## src/rtl/vga_timing_gen.sv

```systemverilog
`default_nettype none
// ==== vga_timing_gen : raster counters, sync/blank decode with pipeline-matched delay, line/frame strobes ==== rev 1.0
module vga_timing_gen #(
  parameter int H_VISIBLE = 640,
  parameter int H_FRONT   = 16,
  parameter int H_SYNC    = 96,
  parameter int H_BACK    = 48,
  parameter int V_VISIBLE = 480,
  parameter int V_FRONT   = 10,
  parameter int V_SYNC    = 2,
  parameter int V_BACK    = 33,
  parameter int PIPE_DLY  = 2
) (
  input  logic       Clk,
  input  logic       Reset,
  output logic       VGA_CLK,
  output logic       pix_en,
  output logic [9:0] DrawX,
  output logic [9:0] DrawY,
  output logic       VGA_HS,
  output logic       VGA_VS,
  output logic       VGA_BLANK_N,
  output logic       VGA_SYNC_N,
  output logic       frame_start,
  output logic       line_start
);

  localparam int H_TOTAL = H_VISIBLE + H_FRONT + H_SYNC + H_BACK;
  localparam int V_TOTAL = V_VISIBLE + V_FRONT + V_SYNC + V_BACK;

  localparam logic [9:0]  C_H_LAST = 10'(H_TOTAL - 1);
  localparam logic [9:0]  C_V_LAST = 10'(V_TOTAL - 1);
  localparam logic [10:0] C_H_VIS  = 11'(H_VISIBLE);
  localparam logic [10:0] C_V_VIS  = 11'(V_VISIBLE);
  localparam logic [10:0] C_HS_BEG = 11'(H_VISIBLE + H_FRONT);
  localparam logic [10:0] C_HS_END = 11'(H_VISIBLE + H_FRONT + H_SYNC);
  localparam logic [10:0] C_VS_BEG = 11'(V_VISIBLE + V_FRONT);
  localparam logic [10:0] C_VS_END = 11'(V_VISIBLE + V_FRONT + V_SYNC);

  generate
    if (H_TOTAL > 1024 || V_TOTAL > 1024) begin : g_bad_total
      $error("vga_timing_gen: H_TOTAL/V_TOTAL must not exceed 1024");
    end
    if (PIPE_DLY < 0 || PIPE_DLY > 7) begin : g_bad_dly
      $error("vga_timing_gen: PIPE_DLY must be within 0..7");
    end
  endgenerate

  logic       phase;
  logic [9:0] hc;
  logic [9:0] vc;
  logic       h_wrap;
  logic       v_wrap;
  logic       hs_raw;
  logic       vs_raw;
  logic       blank_raw_n;

  assign h_wrap = (hc == C_H_LAST);
  assign v_wrap = (vc == C_V_LAST);

  always_ff @(posedge Clk or posedge Reset) begin
    if (Reset) phase <= 1'b0;
    else       phase <= ~phase;
  end

  assign pix_en  = phase;
  assign VGA_CLK = phase;

  always_ff @(posedge Clk or posedge Reset) begin
    if (Reset) begin
      hc <= '0;
      vc <= '0;
    end else if (pix_en) begin
      if (h_wrap) begin
        hc <= '0;
        vc <= v_wrap ? '0 : vc + 10'd1;
      end else begin
        hc <= hc + 10'd1;
      end
    end
  end

  // Strobes mark the Clk cycle right after the wrapping pixel edge; pix_en keeps them 1 Clk wide.
  always_ff @(posedge Clk or posedge Reset) begin
    if (Reset) begin
      line_start  <= 1'b0;
      frame_start <= 1'b0;
    end else begin
      line_start  <= pix_en & h_wrap;
      frame_start <= pix_en & h_wrap & v_wrap;
    end
  end

  assign DrawX      = hc;
  assign DrawY      = vc;
  assign VGA_SYNC_N = 1'b0;

  assign hs_raw      = ~(({1'b0, hc} >= C_HS_BEG) && ({1'b0, hc} < C_HS_END));
  assign vs_raw      = ~(({1'b0, vc} >= C_VS_BEG) && ({1'b0, vc} < C_VS_END));
  assign blank_raw_n = ({1'b0, hc} < C_H_VIS) && ({1'b0, vc} < C_V_VIS);

  generate
    if (PIPE_DLY == 0) begin : g_no_delay
      // (0,0) decodes as visible, so reset must force blanking while it is held.
      assign VGA_HS      = hs_raw;
      assign VGA_VS      = vs_raw;
      assign VGA_BLANK_N = blank_raw_n & ~Reset;
    end else begin : g_delay
      logic [PIPE_DLY-1:0] hs_d;
      logic [PIPE_DLY-1:0] vs_d;
      logic [PIPE_DLY-1:0] blank_d;

      always_ff @(posedge Clk or posedge Reset) begin
        if (Reset) begin
          hs_d    <= '1;
          vs_d    <= '1;
          blank_d <= '0;
        end else if (pix_en) begin
          hs_d[0]    <= hs_raw;
          vs_d[0]    <= vs_raw;
          blank_d[0] <= blank_raw_n;
          for (int i = 1; i < PIPE_DLY; i++) begin
            hs_d[i]    <= hs_d[i-1];
            vs_d[i]    <= vs_d[i-1];
            blank_d[i] <= blank_d[i-1];
          end
        end
      end

      assign VGA_HS      = hs_d[PIPE_DLY-1];
      assign VGA_VS      = vs_d[PIPE_DLY-1];
      assign VGA_BLANK_N = blank_d[PIPE_DLY-1];
    end
  endgenerate

endmodule
`default_nettype wire
```

## config.mk

```make
export PLATFORM = sky130hd
export DESIGN_NAME = vga_timing_gen
export DESIGN_NICKNAME = d
export VERILOG_FILES = /design/src/rtl/vga_timing_gen.sv
export SDC_FILE = /design/constraint.sdc
export NUM_CORES = 1
export LEC_CHECK = 0
export ABC_AREA = 1
export ABC_CLOCK_PERIOD_IN_PS = 3850
export CAP_MARGIN = 20
export CORE_UTILIZATION = 33
export DETAILED_ROUTE_END_ITERATION = 12
export MAX_ROUTING_LAYER = met4
export PLACE_DENSITY = 0.52
export SLEW_MARGIN = 20
export SYNTH_ARGS = -nofsm -noshare
export SYNTH_HDL_FRONTEND = slang
export SYNTH_SLANG_ARGS = --single-unit
```

## constraint.sdc

```tcl
create_clock -name Clk -period 3.85 [get_ports Clk]
set_clock_uncertainty 0.15 [all_clocks]
set_input_delay 0.385 -clock Clk [delete_from_list [all_inputs] [get_ports Clk]]
set_output_delay 0.385 -clock Clk [all_outputs]
set_load 0.005 [all_outputs]
```

==> key figures, run 1 <==
Clock network
  – Clock net sink count: 29
  – Clk root buf: clkbuf_8
  – Hold_buf cts: 0
  – Clk_lat worst skew: 0.28 ns
  – CTS tree: yes
  – Clk pin slew, worst setup/hold paths: 0.06 ns
  – Post-CTS Setup Inserts: 0
  – H-tree depth reported by CTS: 2
  – Deepest clock path buffer count: 2
  – CTS buffer count: 5
  – Cts repair resizes: 0

Detailed routing
  – DRC: 0
  – Vias per cell: 4.70
  – Routed WL per cell: 11.9 um
  – Vias: 1284
  – Detailed Route Iter0 Violations: 54
  – Total iterations of the first detailed-routing run: 4
  – Total routed wirelength: 3260 um
  – Final ANT Viol Nets: 0

Worst setup path
  – Critical register-to-register path startpoint: VGA_CLK
  – Crit path buf inv count: 1
  – Critical Path Start: VGA_CLK
  – Max stage delay on crit path: 0.74 ns
  – Critical path depth in cells: 1
  – Delay-heaviest family, CP: flip-flops
  – CP Class: flop to output port
  – R2r setup slk: 2.09 ns
  – CP max FO: 19
  – CP Cell Sequence: clkdlybuf4s50_1
  – CP Capture Type: output port
  – CP required: 3.31 ns
  – Slowest cell on the critical path: dfrtp_1
  – R2R depth: 5
  – Critical path launch point type: flop
  – WP data arrival: 1.64 ns
  – Critical R2R Capture: DrawX[9]

Synth
  – Syn_area_per_cell: 8.41 um^2
  – Count of different cell masters after synthesis: 30
  – Synth top cells by count: 39 x nand2_1, 26 x nor2_1, 25 x dfrtp_1
  – Syn Nets: 197
  – Post-synth top area cell: dfrtp_1
  – Top cells by area, synth: dfrtp_1 39%, nand2_1 9.2%, dfstp_2 6.6%, nor2_1 6.1%, inv_1 5.6%
  – Share of Yosys cell area claimed by the top area cell type: 39.2%
  – Sequential-to-total area share from yosys stat: 45.7%
  – Flop and latch count out of synthesis: 29
  – EDFF count, synth: 0
  – Yosys warnings: 0
  – Main synth FF type: dfrtp_1
  – Post-synthesis cell count: 190
  – Mapped cell area: 0.00160 mm^2
  – Most numerous cell in the Yosys netlist: nand2_1
  – Asr flop ratio synth: 100%

Placed design
  – Place WS: 1.97 ns
  – IO Port Bufs: 28
  – GP Congestion: 0.819
  – Placed Area: 0.00191 mm^2
  – Final HPWL DP: 2340 um

STA
  – Final setup fails: 0
  – Final hold violations: 0
  – Post-layout minimum cycle time: 2.17 ns
  – Relative slew slack: 58.3%
  – Fmax: 460 MHz
  – Worst slew pin tran: 0.626 ns
  – Final worst setup slack: 1.68 ns
  – TNS Setup: 0 ns
  – RSZ-0062 raised after global routing: false
  – Period Utilization, post-route: 56.5%
  – Final Max Slew Viols: 0

GRT
  – Initial antenna violation count: 0
  – GRT overflow: 0
  – GRT Total Usage: 14.6%
  – Vias in the first global route: 1237
  – First-pass GRT wire length: 5530 um
  – Largest net degree at the start of global routing: 30

Power
  – PwrDens: 313 mW/mm^2
  – P_leak: 0.000904 uW
  – Max rail drop VDD: 0.000140 V

Run status
  – Outcome: completed

Die
  – Die area: 0.00512 mm^2
  – FP Rows: 24
  – Initial Util: 35.5%
  – Core footprint: 0.00450 mm^2
  – Num ports: 30
  – Width of the die: 71.6 um
  – Vert. Die Dim: 71.6 um

Layout
  – Fraction of layout cells with a size suffix above 1: 11.3%
  – Final non-filler cell area: 0.00203 mm^2
  – Layout net count: 227
  – Antenna Cells: 0
  – Final core utilization: 45.0%
  – # fillers: 446
  – Area Growth Syn to Fin: 26.8%

Min path
  – Hold path depth: 2
  – Hold Path End: g_delay.vs_d[1]
  – Worst hold path startpoint: g_delay.vs_d[1]
  – Type of the most critical hold path: flop to flop

Run
  – Max_cap viols: 0
-- cell usage in the layout (no fill, tap or decap), drive strengths merged --
cell	netlist	final
nor3	5	5
or2	1	1
nand3	17	17
ha	5	5
clkbuf	0	7
o21ai	11	11
clkdlybuf4s50	0	28
nand2	40	40
dfrtp	25	25
a22o	1	1
inv	25	25
bufinv	0	1
a21oi	1	1
conb	1	1
nor2	31	31
xor2	8	8
a41oi	1	1
buf	6	1
nand4	7	7
nand3b	1	1
dfstp	4	4
-- worst max path at each step --
stage,endpoint,slack (ns)
6_report,pix_en,1.68
5_1_grt,VGA_CLK,1.58
4_1_cts,pix_en,1.65
3_5_place_dp,pix_en,1.97
3_3_place_gp,pix_en,2.01
2_1_floorplan,DrawY[6],2.35
-- flip-flops by register name (all words and copies together) (netlist names) --
register and flops:
DrawX 10, DrawY 10, g_delay.blank_d 2, g_delay.hs_d 2
g_delay.vs_d 2, VGA_CLK 1, frame_start 1, line_start 1
-- report_power, final --
part	total (uW)	switching, uW	internal, uW
registers	305	0	305
logic	7.86	6.23	1.63
clock network	322	111	211
-- cell type report --
| class | count | area (um^2) | area share, % |
|---|---|---|---|
| multi-input cells | 130 | 732 | 36.1 |
| flip-flops and latches | 29 | 731 | 36.1 |
| repair buffers | 29 | 288 | 14.2 |
| inverters | 25 | 93.8 | 4.63 |
| clock buffers | 7 | 86.3 | 4.26 |
| well taps | 52 | 65.1 | 3.21 |
| clock inverters | 1 | 30.0 | 1.48 |
-- routing by layer --
metal  wire [um]  global-route usage, %  vias up
met5           0                      -        -
met4          53                   5.88        0
met3         121                   4.22        8
met2        1540                   23.6       24
met1        1540                   17.2      590
li1            -                      -      662
-- worst register-to-register path, cell delays in order (launching register included) --
cell     delay, ns
dfrtp_1       0.74
nand2_1       0.18
nor2_1        0.17
nand4_1       0.16
o21ai_0       0.18
nor2_1        0.07
-- metrics by stage --
step | total power, uW | hold slack, ns | cells
after floorplan | 316 | 0.297 | 190
after global placement | 319 | 0.305 | 265
after detailed placement | 319 | 0.306 | 265
after CTS | 650 | 0.316 | 273
after global routing | 661 | 0.328 | 273
final | 635 | 0.313 | 273
-- cells by family (layout without fill, tap and decap cells) --
kind of cell | count (synthesis) | count (layout) | share of synthesized area, %
buffers and inverters | 31 | 62 | 8.46
and+or+nand+nor | 102 | 102 | 32.0
DFF | 29 | 29 | 45.7
AOI/OAI and AO/OA | 14 | 14 | 5.32
other | 1 | 1 | 0.235
adders and majority gates | 5 | 5 | 3.92
xor gates and xnor gates | 8 | 8 | 4.39
Note: power is estimated with default switching activity, not from simulation.
==> inputs of run 2 (changes only) <==
--- a/config.mk
+++ b/config.mk
@@ -6,12 +6,12 @@
 export NUM_CORES = 1
 export LEC_CHECK = 0
 export ABC_AREA = 1
-export ABC_CLOCK_PERIOD_IN_PS = 3850
+export ABC_CLOCK_PERIOD_IN_PS = 1950
 export CAP_MARGIN = 20
 export CORE_UTILIZATION = 33
 export DETAILED_ROUTE_END_ITERATION = 12
 export MAX_ROUTING_LAYER = met4
-export PLACE_DENSITY = 0.52
+export PLACE_DENSITY = 0.54
 export SLEW_MARGIN = 20
 export SYNTH_ARGS = -nofsm -noshare
 export SYNTH_HDL_FRONTEND = slang
==> constraint.sdc (replaced) <==
create_clock -name Clk -period 1.95 [get_ports Clk]
set_clock_uncertainty 0.15 [all_clocks]
set_input_delay 0.195 -clock Clk [delete_from_list [all_inputs] [get_ports Clk]]
set_output_delay 0.195 -clock Clk [all_outputs]
set_load 0.005 [all_outputs]
==> run 2 against run 1 <==
Against the previous run:
- via count is 0.16% lower
- global-route usage is 0.15 points higher
- largest cell class unchanged
- clock power is 48% higher
- flip-flop and latch count stayed put
- critical path type is now flop to flop
==> key figures, run 2 (synthesis gave the netlist of run 1 again) <==
Min path
  – Type of the most critical hold path: input pin to asynchronous set/reset pin (was flop to flop)

Layout
  – Antenna Cells: 0 (unchanged)
  – Most used cells in the layout excluding fill and tap cells: 39 x nand2_1, 28 x clkdlybuf4s50_1, 26 x nor2_1 (unchanged)
  – Area Growth Syn to Fin: 25.1% (was 26.8%)
  – Final non-filler cell area: 0.00200 mm^2 (was 0.00203 mm^2)
  – Layout net count: 228 (was 227)
  – Fraction of layout cells with a size suffix above 1: 11.7% (was 11.3%)
  – Commonest non-fill, non-tap cell in the layout: nand2_1 (unchanged)

Detailed routing
  – Vias per cell: 4.68 (was 4.70)
  – DRC: 0 (unchanged)
  – Vias: 1282 (was 1284)
  – Detailed Route Iter0 Violations: 37 (was 54)
  – Total iterations of the first detailed-routing run: 4 (unchanged)
  – Final ANT Viol Nets: 0 (unchanged)
  – Total routed wirelength: 3290 um (was 3260 um)
  – Routed WL per cell: 12.0 um (was 11.9 um)

Clock network
  – Clk pin slew, worst setup/hold paths: 0.07 ns (was 0.06 ns)
  – CTS tree: yes (unchanged)
  – Clk_lat worst skew: 0.28 ns (about the same)
  – Cts repair resizes: 0 (unchanged)
  – Post-CTS Setup Inserts: 0 (unchanged)
  – Clk root buf: clkbuf_8 (unchanged)
  – Deepest clock path buffer count: 2 (unchanged)
  – Clock net sink count: 29 (unchanged)
  – CTS buffer count: 5 (unchanged)
  – Hold_buf cts: 0 (unchanged)
  – H-tree depth reported by CTS: 2 (unchanged)

STA
  – TNS Setup: 0 ns (unchanged)
  – Period Utilization, post-route: 87.3%
  – Post-layout minimum cycle time: 1.70 ns
  – RSZ-0062 raised after global routing: false (unchanged)
  – Final hold violations: 0 (unchanged)
  – Final Max Slew Viols: 0 (unchanged)
  – Final setup fails: 0 (unchanged)
  – Fmax: 587 MHz

GRT
  – GRT overflow: 0 (unchanged)
  – Vias in the first global route: 1242 (was 1237)
  – Initial antenna violation count: 0 (unchanged)
  – First-pass GRT wire length: 5620 um (was 5530 um)
  – GRT Total Usage: 14.8% (was 14.6%)
  – Largest net degree at the start of global routing: 30 (unchanged)

Power
  – Max rail drop VDD: 0.000304 V (was 0.000140 V)
  – PwrDens: 548 mW/mm^2 (was 313 mW/mm^2)
  – P_leak: 0.000895 uW (was 0.000904 uW)

Placed design
  – Final HPWL DP: 2340 um (about the same)
  – Placed Area: 0.00192 mm^2 (was 0.00191 mm^2)
  – IO Port Bufs: 28 (unchanged)
  – GP Congestion: 0.740 (was 0.819)

Run status
  – Outcome: completed (unchanged)

Die
  – Num ports: 30 (unchanged)
  – FP Rows: 24 (unchanged)
  – Width of the die: 71.6 um (unchanged)
  – Die area: 0.00512 mm^2 (unchanged)
  – Vert. Die Dim: 71.6 um (unchanged)
  – Core footprint: 0.00450 mm^2 (unchanged)
  – Initial Util: 35.5% (unchanged)

Worst setup path
  – CP Capture Type: flop (was output port)
  – CP max FO: 16 (was 19)
  – Critical path launch point type: flop (unchanged)
  – WP data arrival: 1.72 ns (was 1.64 ns)
  – CP required: 1.96 ns (was 3.31 ns)
  – CP Class: flop to flop (was flop to output port)
  – R2r setup slk: 0.25 ns (was 2.09 ns)

Run
  – Max_cap viols: 0 (unchanged)
-- run 2: final timing paths --
kind                       cells past startpoint               to            start
max in group asynchronous                      3  g_delay.hs_d[0]            Reset
max reg2reg                                    6         DrawY[7]         DrawX[1]
min                                            3         DrawX[4]            Reset
min in group Clk                               2  g_delay.vs_d[1]  g_delay.vs_d[1]
min reg2reg                                    2  g_delay.vs_d[1]  g_delay.vs_d[1]
max                                            6         DrawY[7]         DrawX[1]
-- run 2: layout make-up --
cell class | count | area, um^2
fillers | 450 | 2500
multi-input cells | 130 | 732
flip-flops and latches | 29 | 731
repair buffers | 30 | 295
inverters | 25 | 93.8
clock buffers | 6 | 72.6
well taps | 52 | 65.1
clock inverters | 2 | 10.0
-- run 2: layer usage --
| metal | wire length [um] | vias to the layer above | global-route usage [%] |
|---|---|---|---|
| met4 | 63 | 0 | 7.19 |
| met5 | 0 | - | - |
| met3 | 116 | 8 | 3.38 |
| met2 | 1480 | 26 | 22.8 |
| met1 | 1620 | 588 | 18.4 |
| li1 | - | 660 | - |
-- run 2: worst max-delay path, stage by stage, from the launching register on --
cell,delay (ns)
dfrtp_1,0.40
ha_1,0.21
nand2_1,0.13
nor2_4,0.17
nand4_4,0.26
nor3_1,0.22
nor2_1,0.06
-- run 2: stage by stage --
step / hold slack (ns) / worst slack (ns) / total power [uW] / instances / util [%]
floorplan: 0.120 / 0.452 / 624 / 190 / -
global placement: 0.302 / 0.241 / 630 / 266 / 42.6
detailed placement: 0.305 / 0.234 / 630 / 266 / 42.6
CTS: 0.155 / 0.215 / 1110 / 274 / 44.4
global route: 0.187 / 0.0808 / 1140 / 274 / 44.4
finish: 0.143 / 0.248 / 1100 / 274 / 44.4
-- run 2: power breakdown --
part           leakage [uW]  internal [uW]  switching (uW)
Sequential         0.000367            602               0
Clock             0.0000450            247             231
Combinational      0.000484           3.21            12.7
